## src/rtl/time_edit_controller_if.sv

```systemverilog
// Button/handshake bundle between the debouncers, the RTC write path and the
// time edit controller.
//   btn_prog/left/right/up/down : debounced button levels (towards controller)
//   wr_ack                      : RTC writer accepted the commit
//   en_count                    : selected field, 0 = none, 1..6 = sec..year
//   enUP / enDOWN               : one-cycle step pulses for the field counters
//   prog_mode                   : programming-mode flag for the display
//   wr_req                      : commit request, held until acknowledged
interface time_edit_controller_if;
  logic       btn_prog;
  logic       btn_left;
  logic       btn_right;
  logic       btn_up;
  logic       btn_down;
  logic       wr_ack;
  logic [3:0] en_count;
  logic       enUP;
  logic       enDOWN;
  logic       prog_mode;
  logic       wr_req;

  // Driver side: buttons and acknowledge out, controller outputs in.
  modport master (
    output btn_prog, btn_left, btn_right, btn_up, btn_down, wr_ack,
    input  en_count, enUP, enDOWN, prog_mode, wr_req
  );

  // Controller side.
  modport slave (
    input  btn_prog, btn_left, btn_right, btn_up, btn_down, wr_ack,
    output en_count, enUP, enDOWN, prog_mode, wr_req
  );
endinterface

```

## src/rtl/time_edit_controller.sv

```systemverilog
// Time/date edit sequencer. Turns debounced button levels into field
// selection, single-cycle step pulses with hold-to-repeat, and a commit
// request toward the RTC writer. Owns the programming-mode flag.
//   clk   : system clock
//   reset : asynchronous, active-low reset
//   bus   : time_edit_controller_if.slave (buttons, wr_ack in; en_count,
//           enUP, enDOWN, prog_mode, wr_req out; all outputs registered)
module time_edit_controller #(
  parameter int HOLD_DELAY     = 50_000_000,
  parameter int REPEAT_PERIOD  = 25_000_000,
  parameter int TIMEOUT_CYCLES = 1_000_000_000
) (
  input  logic                   clk,
  input  logic                   reset,
  time_edit_controller_if.slave  bus
);

  localparam int RW = $clog2(HOLD_DELAY + 1);
  localparam int TW = $clog2(TIMEOUT_CYCLES + 1);

  typedef enum logic [1:0] {
    IDLE   = 2'd0,
    EDIT   = 2'd1,
    COMMIT = 2'd2
  } state_t;

  typedef struct packed {
    logic          pulse;
    logic [RW-1:0] cnt;
  } step_t;

  state_t        state_q, state_d;
  logic          prev_prog, prev_left, prev_right, prev_up, prev_down;
  logic          rise_prog, rise_left, rise_right, rise_up, rise_down;
  logic [2:0]    field_q, field_d;
  logic [RW-1:0] up_cnt_q, up_cnt_d, dn_cnt_q, dn_cnt_d;
  logic [TW-1:0] idle_cnt_q, idle_cnt_d;
  logic          activity, timeout_hit;
  step_t         up_step, dn_step;
  logic [3:0]    en_count_d;
  logic          up_pulse_d, dn_pulse_d, prog_mode_d, wr_req_d;

  assign rise_prog  = bus.btn_prog  & ~prev_prog;
  assign rise_left  = bus.btn_left  & ~prev_left;
  assign rise_right = bus.btn_right & ~prev_right;
  assign rise_up    = bus.btn_up    & ~prev_up;
  assign rise_down  = bus.btn_down  & ~prev_down;

  // A held step button counts as activity so auto-repeat never times out.
  assign activity    = rise_prog | rise_left | rise_right | rise_up | rise_down |
                       bus.btn_up | bus.btn_down;
  assign timeout_hit = ~activity && (idle_cnt_q == TW'(TIMEOUT_CYCLES - 1));

  // Repeat counter for one step button. The first pulse comes from the rise;
  // after that the count restarts at HOLD_DELAY-REPEAT_PERIOD so each later
  // pulse is REPEAT_PERIOD apart. Not solo (released or both held) = idle.
  function automatic step_t step_next(input logic          solo,
                                      input logic          rise,
                                      input logic [RW-1:0] cnt);
    step_t s;
    s.pulse = 1'b0;
    s.cnt   = '0;
    if (solo) begin
      if (rise) begin
        s.pulse = 1'b1;
      end else if (cnt == RW'(HOLD_DELAY - 1)) begin
        s.pulse = 1'b1;
        s.cnt   = RW'(HOLD_DELAY - REPEAT_PERIOD);
      end else begin
        s.cnt = cnt + RW'(1);
      end
    end
    return s;
  endfunction

  // State register.
  // NOTE: sequential state is written with non-blocking assignments so every
  // flop samples pre-edge values regardless of process ordering.
  always_ff @(posedge clk or negedge reset) begin
    if (!reset) state_q <= IDLE;
    else        state_q <= state_d;
  end

  // Next-state logic.
  // NOTE: every variable written in always_comb gets a default first, so no
  // path through the block can leave it unassigned and infer a latch.
  always_comb begin
    state_d = state_q;
    unique case (state_q)
      IDLE:    if (rise_prog) state_d = EDIT;
      EDIT: begin
        if (rise_prog)        state_d = COMMIT;
        else if (timeout_hit) state_d = IDLE;
      end
      COMMIT:  if (bus.wr_ack) state_d = IDLE;
      default: state_d = IDLE;
    endcase
  end

  // Output / datapath next values. A commit rise wins over select and step.
  always_comb begin
    field_d    = field_q;
    up_cnt_d   = '0;
    dn_cnt_d   = '0;
    idle_cnt_d = '0;
    up_pulse_d = 1'b0;
    dn_pulse_d = 1'b0;
    up_step    = '0;
    dn_step    = '0;
    unique case (state_q)
      IDLE: if (rise_prog) field_d = 3'd1;
      EDIT: begin
        if (!rise_prog) begin
          if (rise_right && !rise_left)
            field_d = (field_q == 3'd6) ? 3'd1 : field_q + 3'd1;
          else if (rise_left && !rise_right)
            field_d = (field_q == 3'd1) ? 3'd6 : field_q - 3'd1;

          if (!activity && !timeout_hit) idle_cnt_d = idle_cnt_q + TW'(1);

          up_step    = step_next(bus.btn_up & ~bus.btn_down, rise_up, up_cnt_q);
          dn_step    = step_next(bus.btn_down & ~bus.btn_up, rise_down, dn_cnt_q);
          up_cnt_d   = up_step.cnt;
          dn_cnt_d   = dn_step.cnt;
          up_pulse_d = up_step.pulse;
          dn_pulse_d = dn_step.pulse;
        end
      end
      default: ;
    endcase
    en_count_d  = (state_d == EDIT) ? {1'b0, field_d} : 4'd0;
    prog_mode_d = (state_d != IDLE);
    wr_req_d    = (state_d == COMMIT);
  end

  // Datapath and registered outputs. The async reset clears wr_req at once,
  // even in the middle of a handshake.
  always_ff @(posedge clk or negedge reset) begin
    if (!reset) begin
      prev_prog     <= 1'b0;
      prev_left     <= 1'b0;
      prev_right    <= 1'b0;
      prev_up       <= 1'b0;
      prev_down     <= 1'b0;
      field_q       <= 3'd1;
      up_cnt_q      <= '0;
      dn_cnt_q      <= '0;
      idle_cnt_q    <= '0;
      bus.en_count  <= 4'd0;
      bus.enUP      <= 1'b0;
      bus.enDOWN    <= 1'b0;
      bus.prog_mode <= 1'b0;
      bus.wr_req    <= 1'b0;
    end else begin
      prev_prog     <= bus.btn_prog;
      prev_left     <= bus.btn_left;
      prev_right    <= bus.btn_right;
      prev_up       <= bus.btn_up;
      prev_down     <= bus.btn_down;
      field_q       <= field_d;
      up_cnt_q      <= up_cnt_d;
      dn_cnt_q      <= dn_cnt_d;
      idle_cnt_q    <= idle_cnt_d;
      bus.en_count  <= en_count_d;
      bus.enUP      <= up_pulse_d;
      bus.enDOWN    <= dn_pulse_d;
      bus.prog_mode <= prog_mode_d;
      bus.wr_req    <= wr_req_d;
    end
  end

endmodule

```

## src/flat_wrapper.sv

```systemverilog
// flat-port wrapper written by rule: the top's interface ports become plain ports
module time_edit_controller_flat 
#(
  parameter int HOLD_DELAY     = 50_000_000,
  parameter int REPEAT_PERIOD  = 25_000_000,
  parameter int TIMEOUT_CYCLES = 1_000_000_000
)
  (clk, reset, bus_btn_prog, bus_btn_left, bus_btn_right, bus_btn_up, bus_btn_down, bus_wr_ack, bus_en_count, bus_enUP, bus_enDOWN, bus_prog_mode, bus_wr_req);
  time_edit_controller_if bus_i ();
  input  logic clk;
  input  logic reset;
  input wire logic [$bits(bus_i.btn_prog)-1:0] bus_btn_prog;
  input wire logic [$bits(bus_i.btn_left)-1:0] bus_btn_left;
  input wire logic [$bits(bus_i.btn_right)-1:0] bus_btn_right;
  input wire logic [$bits(bus_i.btn_up)-1:0] bus_btn_up;
  input wire logic [$bits(bus_i.btn_down)-1:0] bus_btn_down;
  input wire logic [$bits(bus_i.wr_ack)-1:0] bus_wr_ack;
  output wire logic [$bits(bus_i.en_count)-1:0] bus_en_count;
  output wire logic [$bits(bus_i.enUP)-1:0] bus_enUP;
  output wire logic [$bits(bus_i.enDOWN)-1:0] bus_enDOWN;
  output wire logic [$bits(bus_i.prog_mode)-1:0] bus_prog_mode;
  output wire logic [$bits(bus_i.wr_req)-1:0] bus_wr_req;
  assign bus_i.btn_prog = bus_btn_prog;
  assign bus_i.btn_left = bus_btn_left;
  assign bus_i.btn_right = bus_btn_right;
  assign bus_i.btn_up = bus_btn_up;
  assign bus_i.btn_down = bus_btn_down;
  assign bus_i.wr_ack = bus_wr_ack;
  assign bus_en_count = bus_i.en_count;
  assign bus_enUP = bus_i.enUP;
  assign bus_enDOWN = bus_i.enDOWN;
  assign bus_prog_mode = bus_i.prog_mode;
  assign bus_wr_req = bus_i.wr_req;
  time_edit_controller #(.HOLD_DELAY(HOLD_DELAY), .REPEAT_PERIOD(REPEAT_PERIOD), .TIMEOUT_CYCLES(TIMEOUT_CYCLES)) u_core (.clk(clk), .reset(reset), .bus(bus_i));
endmodule
```

## config.mk

```make
export PLATFORM = sky130hd
export DESIGN_NAME = time_edit_controller_flat
export DESIGN_NICKNAME = d
export VERILOG_FILES = /design/src/rtl/time_edit_controller_if.sv /design/src/rtl/time_edit_controller.sv /design/src/flat_wrapper.sv
export SDC_FILE = /design/constraint.sdc
export NUM_CORES = 1
export LEC_CHECK = 0
export CAP_MARGIN = 15
export CORE_MARGIN = 8
export CORE_UTILIZATION = 45
export DETAILED_ROUTE_END_ITERATION = 10
export PLACE_DENSITY_LB_ADDON = 0.1
export SLEW_MARGIN = 40
export SYNTH_ARGS = -nofsm -noshare
export SYNTH_HDL_FRONTEND = slang
export SYNTH_SLANG_ARGS = --single-unit
```

## constraint.sdc

```tcl
create_clock -name clk -period 4.1 [get_ports clk]
set_input_delay 0.41 -clock clk [delete_from_list [all_inputs] [get_ports clk]]
set_output_delay 0.41 -clock clk [all_outputs]
set_load 0.01 [all_outputs]
```

==> out/results.tsv <==
stage	metric	value	unit
sta	Worst-Margin Slew	0.699	ns
clock_tree	CTS Buffer Depth	2	
yosys	post-synthesis sequential area ratio	49.4	%
sta	Final Hold Viols	0	
placed_design	Placer Congestion	0.822	
placed_design	IO buf count	14	
run	Max Cap Violations	0	
drt	vias per cell	5.30	
yosys	Netlist cell types	47	
sta	Tcrit/Tclk final	62.1	%
yosys	Syn Inst Count	519	
finish	Fillers	1011	
clock_tree	total number of H-tree levels	3	
finish	Layout Area Growth over Synthesis	9.38	%
setup_path	reg-to-reg startpoint	u_core.dn_cnt_q[0]	
drt	Routed Antenna Nets	0	
floorplan	chip height	122	um
global_route	pin count of the biggest net entering global routing	73	
setup_path	critical setup path kind	reg -> reg	
yosys	share of the synthesized area in the top cell type	48.9	%
placed_design	pre-CTS setup slack	1.42	ns
drt	via count	3586	
global_route	initial antenna violation count	0	
yosys	Synth Cell Area	5010	um2
finish	Final #Nets	547	
yosys	Synth Flop Type	dfrtp_1	
sta	Max-slew headroom	53.2	%
finish	post-route insts no fill	676	
clock_tree	clock-pin transition on the worst setup and hold timing paths	0.09	ns
setup_path	setup slack, reg-to-reg	1.55	ns
placed_design	DP Cell Count	661	
yosys	Post-Syn Area per Cell	9.66	um2
setup_path	CP startpoint kind	flop	
clock_tree	CTS Sinks	99	
power_and_ir_drop	total power	2.03	mW
drt	WL/cell	14.2	um
yosys	Async SR Flop Fraction	100	%
run_status	status	finished, final reports clean	
clock_tree	Root Driver	clkbuf_8	
clock_tree	CTS tree	done	
clock_tree	Clk Latency, worst-skew pair	0.37	ns
setup_path	worst r2r path cells	6	
global_route	first-pass GRT wire length	16900	um
floorplan	Die Wd	122	um
global_route	total gr overflow	0	
clock_tree	Post-CTS Setup Repair Bufs	0	
yosys	Synth area leader	dfrtp_1	
setup_path	Critical Path End Type	flop	
setup_path	Req. time, crit path	4.34	ns
floorplan	initial core utilization	46.3	%
sta	Clock Skews	0.00997	ns
power_and_ir_drop	PD cells	370	nW/um2
yosys	Synth Warn #	0	
sta	FMAX	393	MHz
drt	Iter 0 DRT Violations	183	
power_and_ir_drop	Lkg Pwr	2.13	nW
yosys	#FFs+latches synth	99	
clock_tree	post-cts sizing count	0	
clock_tree	CTS buffer count	9	
finish	Inserted Diodes	0	
floorplan	core area	10800	um2
sta	PnR worst setup slack	1.55	ns
floorplan	io pins	16	
drt	Routed WL	9610	um
drt	Post-route DRC	0	
sta	# setup viols final	0	
yosys	syn nets	534	
setup_path	RR Endpoint	u_core.dn_cnt_q[17]	
sta	unrepaired setup endpoints after global routing	no	
sta	fin. max-slew vios	0	
finish	share of layout cells above drive strength 1	6.16	%
setup_path	CP Max Fanout	14	
global_route	vias in the first global route	3603	
min_path	Hold WC Path Type	in -> async	
yosys	Post-synth EDFFs	0	
placed_design	Detail Placement HPWL	6520	um
setup_path	Crit path arrival time	2.79	ns
global_route	GRT Overall Usage	14.2	%
yosys	top area cells in the synthesized netlist	dfrtp_1, nor2_1, xor2_1, xnor2_1, nand3_1	
sta	fin crit period	2.55	ns
floorplan	die area	14800	um2
floorplan	FP Rows	38	
sta	hold_ws	0.0314	ns
power_and_ir_drop	Max VDD drop	0.000262	V
drt	first-pass iteration count of the detailed router	4	
clock_tree	Hold Buf Count CTS	0	
sta	total negative slack	0	ns
worst max-delay path by stage:
| stage | from | endpoint | slack, ns |
|---|---|---|---|
| after CTS | u_core.dn_cnt_q[0] | u_core.dn_cnt_q[17] | 1.56 |
| final | u_core.dn_cnt_q[0] | u_core.dn_cnt_q[17] | 1.55 |
| after detailed placement | bus_btn_prog | u_core.up_cnt_q[10] | 1.42 |
| after global routing | u_core.dn_cnt_q[0] | u_core.dn_cnt_q[17] | 1.33 |
| after global placement | bus_btn_prog | u_core.up_cnt_q[25] | 1.53 |
| after floorplan | u_core.dn_cnt_q[0] | u_core.dn_cnt_q[10] | 2.19 |
cell families (layout without fill, tap and decap cells):
family | count (synthesis) | after routing | synth area share, %
other | 1 | 1 | 0.0748
AOI/OAI and AO/OA | 37 | 37 | 4.17
adders and majority gates | 7 | 7 | 1.75
DFF | 99 | 99 | 49.4
and+or+nand+nor | 267 | 267 | 28.1
buffers and inverters | 31 | 48 | 2.94
muxes | 1 | 1 | 0.225
xor gates and xnor gates | 76 | 76 | 13.3
metrics by stage:
step,utilization (%),area [um2]
finish,50.6,5490
CTS,50.6,5490
global placement,48.6,5270
global route,50.6,5490
detailed placement,48.6,5270
floorplan,-,5010
registers in the layout, indices dropped and copies added, names as in the netlist, 2 cells and up:
signal,flops
u_core.dn_cnt_q,26
u_core.state_q,2
u_core.field_q,3
u_core.up_cnt_q,26
u_core.bus.en_count,3
u_core.idle_cnt_q,30
synth_stat cells, types with 2 or more instances:
master    instances
dfrtp_1          98
nor2_1           92
xor2_1           39
xnor2_1          37
nand2_1          32
nand3_1          31
nand4_1          23
a21oi_1          17
nor3_1           17
inv_1            15
and3_1           13
nor4_1           10
o21ai_0          10
nor2b_1           9
and4_1            8
clkbuf_1          8
nand2b_1          8
ha_1              7
buf_2             4
buf_6             3
nor4_2            3
or4_4             3
nand3b_1          2
nand4_2           2
nand4b_1          2
nor3_2            2
o21a_1            2
o31a_1            2
or3_1             2
worst max-delay path: stages (launching register included):
cell and delay [ns]:
dfrtp_1 0.41, ha_1 0.24, nand2_1 0.11, nor4_2 0.51, nand4_1 0.46, nand2b_1 0.56, nor2_1 0.12
final cells by class:
type	instances	area (um2)	area share, %
clock inverters	4	73.8	1.35
repair buffers	18	171	3.12
multi-input cells	389	2390	43.5
clock buffers	11	141	2.58
flip-flops and latches	99	2480	45.2
inverters	15	56.3	1.03
well taps	140	175	3.19
layer usage:
| metal | GRT usage (%) | vias up | wire length, um | part of all wire, % |
|---|---|---|---|---|
| met5 | 0 | - | 0 | 0 |
| met4 | 3.70 | 0 | 91 | 0.95 |
| met3 | 4.86 | 6 | 308 | 3.2 |
| met2 | 22.6 | 51 | 4560 | 47 |
| met1 | 18.0 | 1728 | 4660 | 48 |
| li1 | - | 1801 | - | - |
layout by cell type, fill, tap and decap left out, types with 2 or more instances in the layout:
| cell | instances |
|---|---|
| dfrtp_1 | 98 |
| nor2_1 | 92 |
| xor2_1 | 39 |
| xnor2_1 | 37 |
| nand2_1 | 32 |
| nand3_1 | 31 |
| nand4_1 | 23 |
| a21oi_1 | 17 |
| nor3_1 | 17 |
| inv_1 | 15 |
| and3_1 | 13 |
| clkdlybuf4s50_1 | 13 |
| nor4_1 | 10 |
| o21ai_0 | 10 |
| clkbuf_8 | 10 |
| nor2b_1 | 9 |
| and4_1 | 8 |
| nand2b_1 | 8 |
| ha_1 | 7 |
| buf_4 | 4 |
| or4_4 | 3 |
| nor4_2 | 3 |
| o31a_1 | 2 |
| o21a_1 | 2 |
| nand4_2 | 2 |
| nor3_2 | 2 |
| or3_1 | 2 |
| nand4b_1 | 2 |
| nand3b_1 | 2 |
| bufinv_16 | 2 |
where the power goes:
| group | total [mW] | internal [mW] | leakage (nW) | switching, mW |
|---|---|---|---|---|
| clock | 0.687 | 0.359 | 0.110 | 0.328 |
| combinational | 0.283 | 0.118 | 0.656 | 0.165 |
| sequential | 1.06 | 1.02 | 1.36 | 0.0414 |
| total | 2.03 | 1.50 | 2.13 | 0.535 |
No activity file was read; power rests on OpenSTA's default activity.
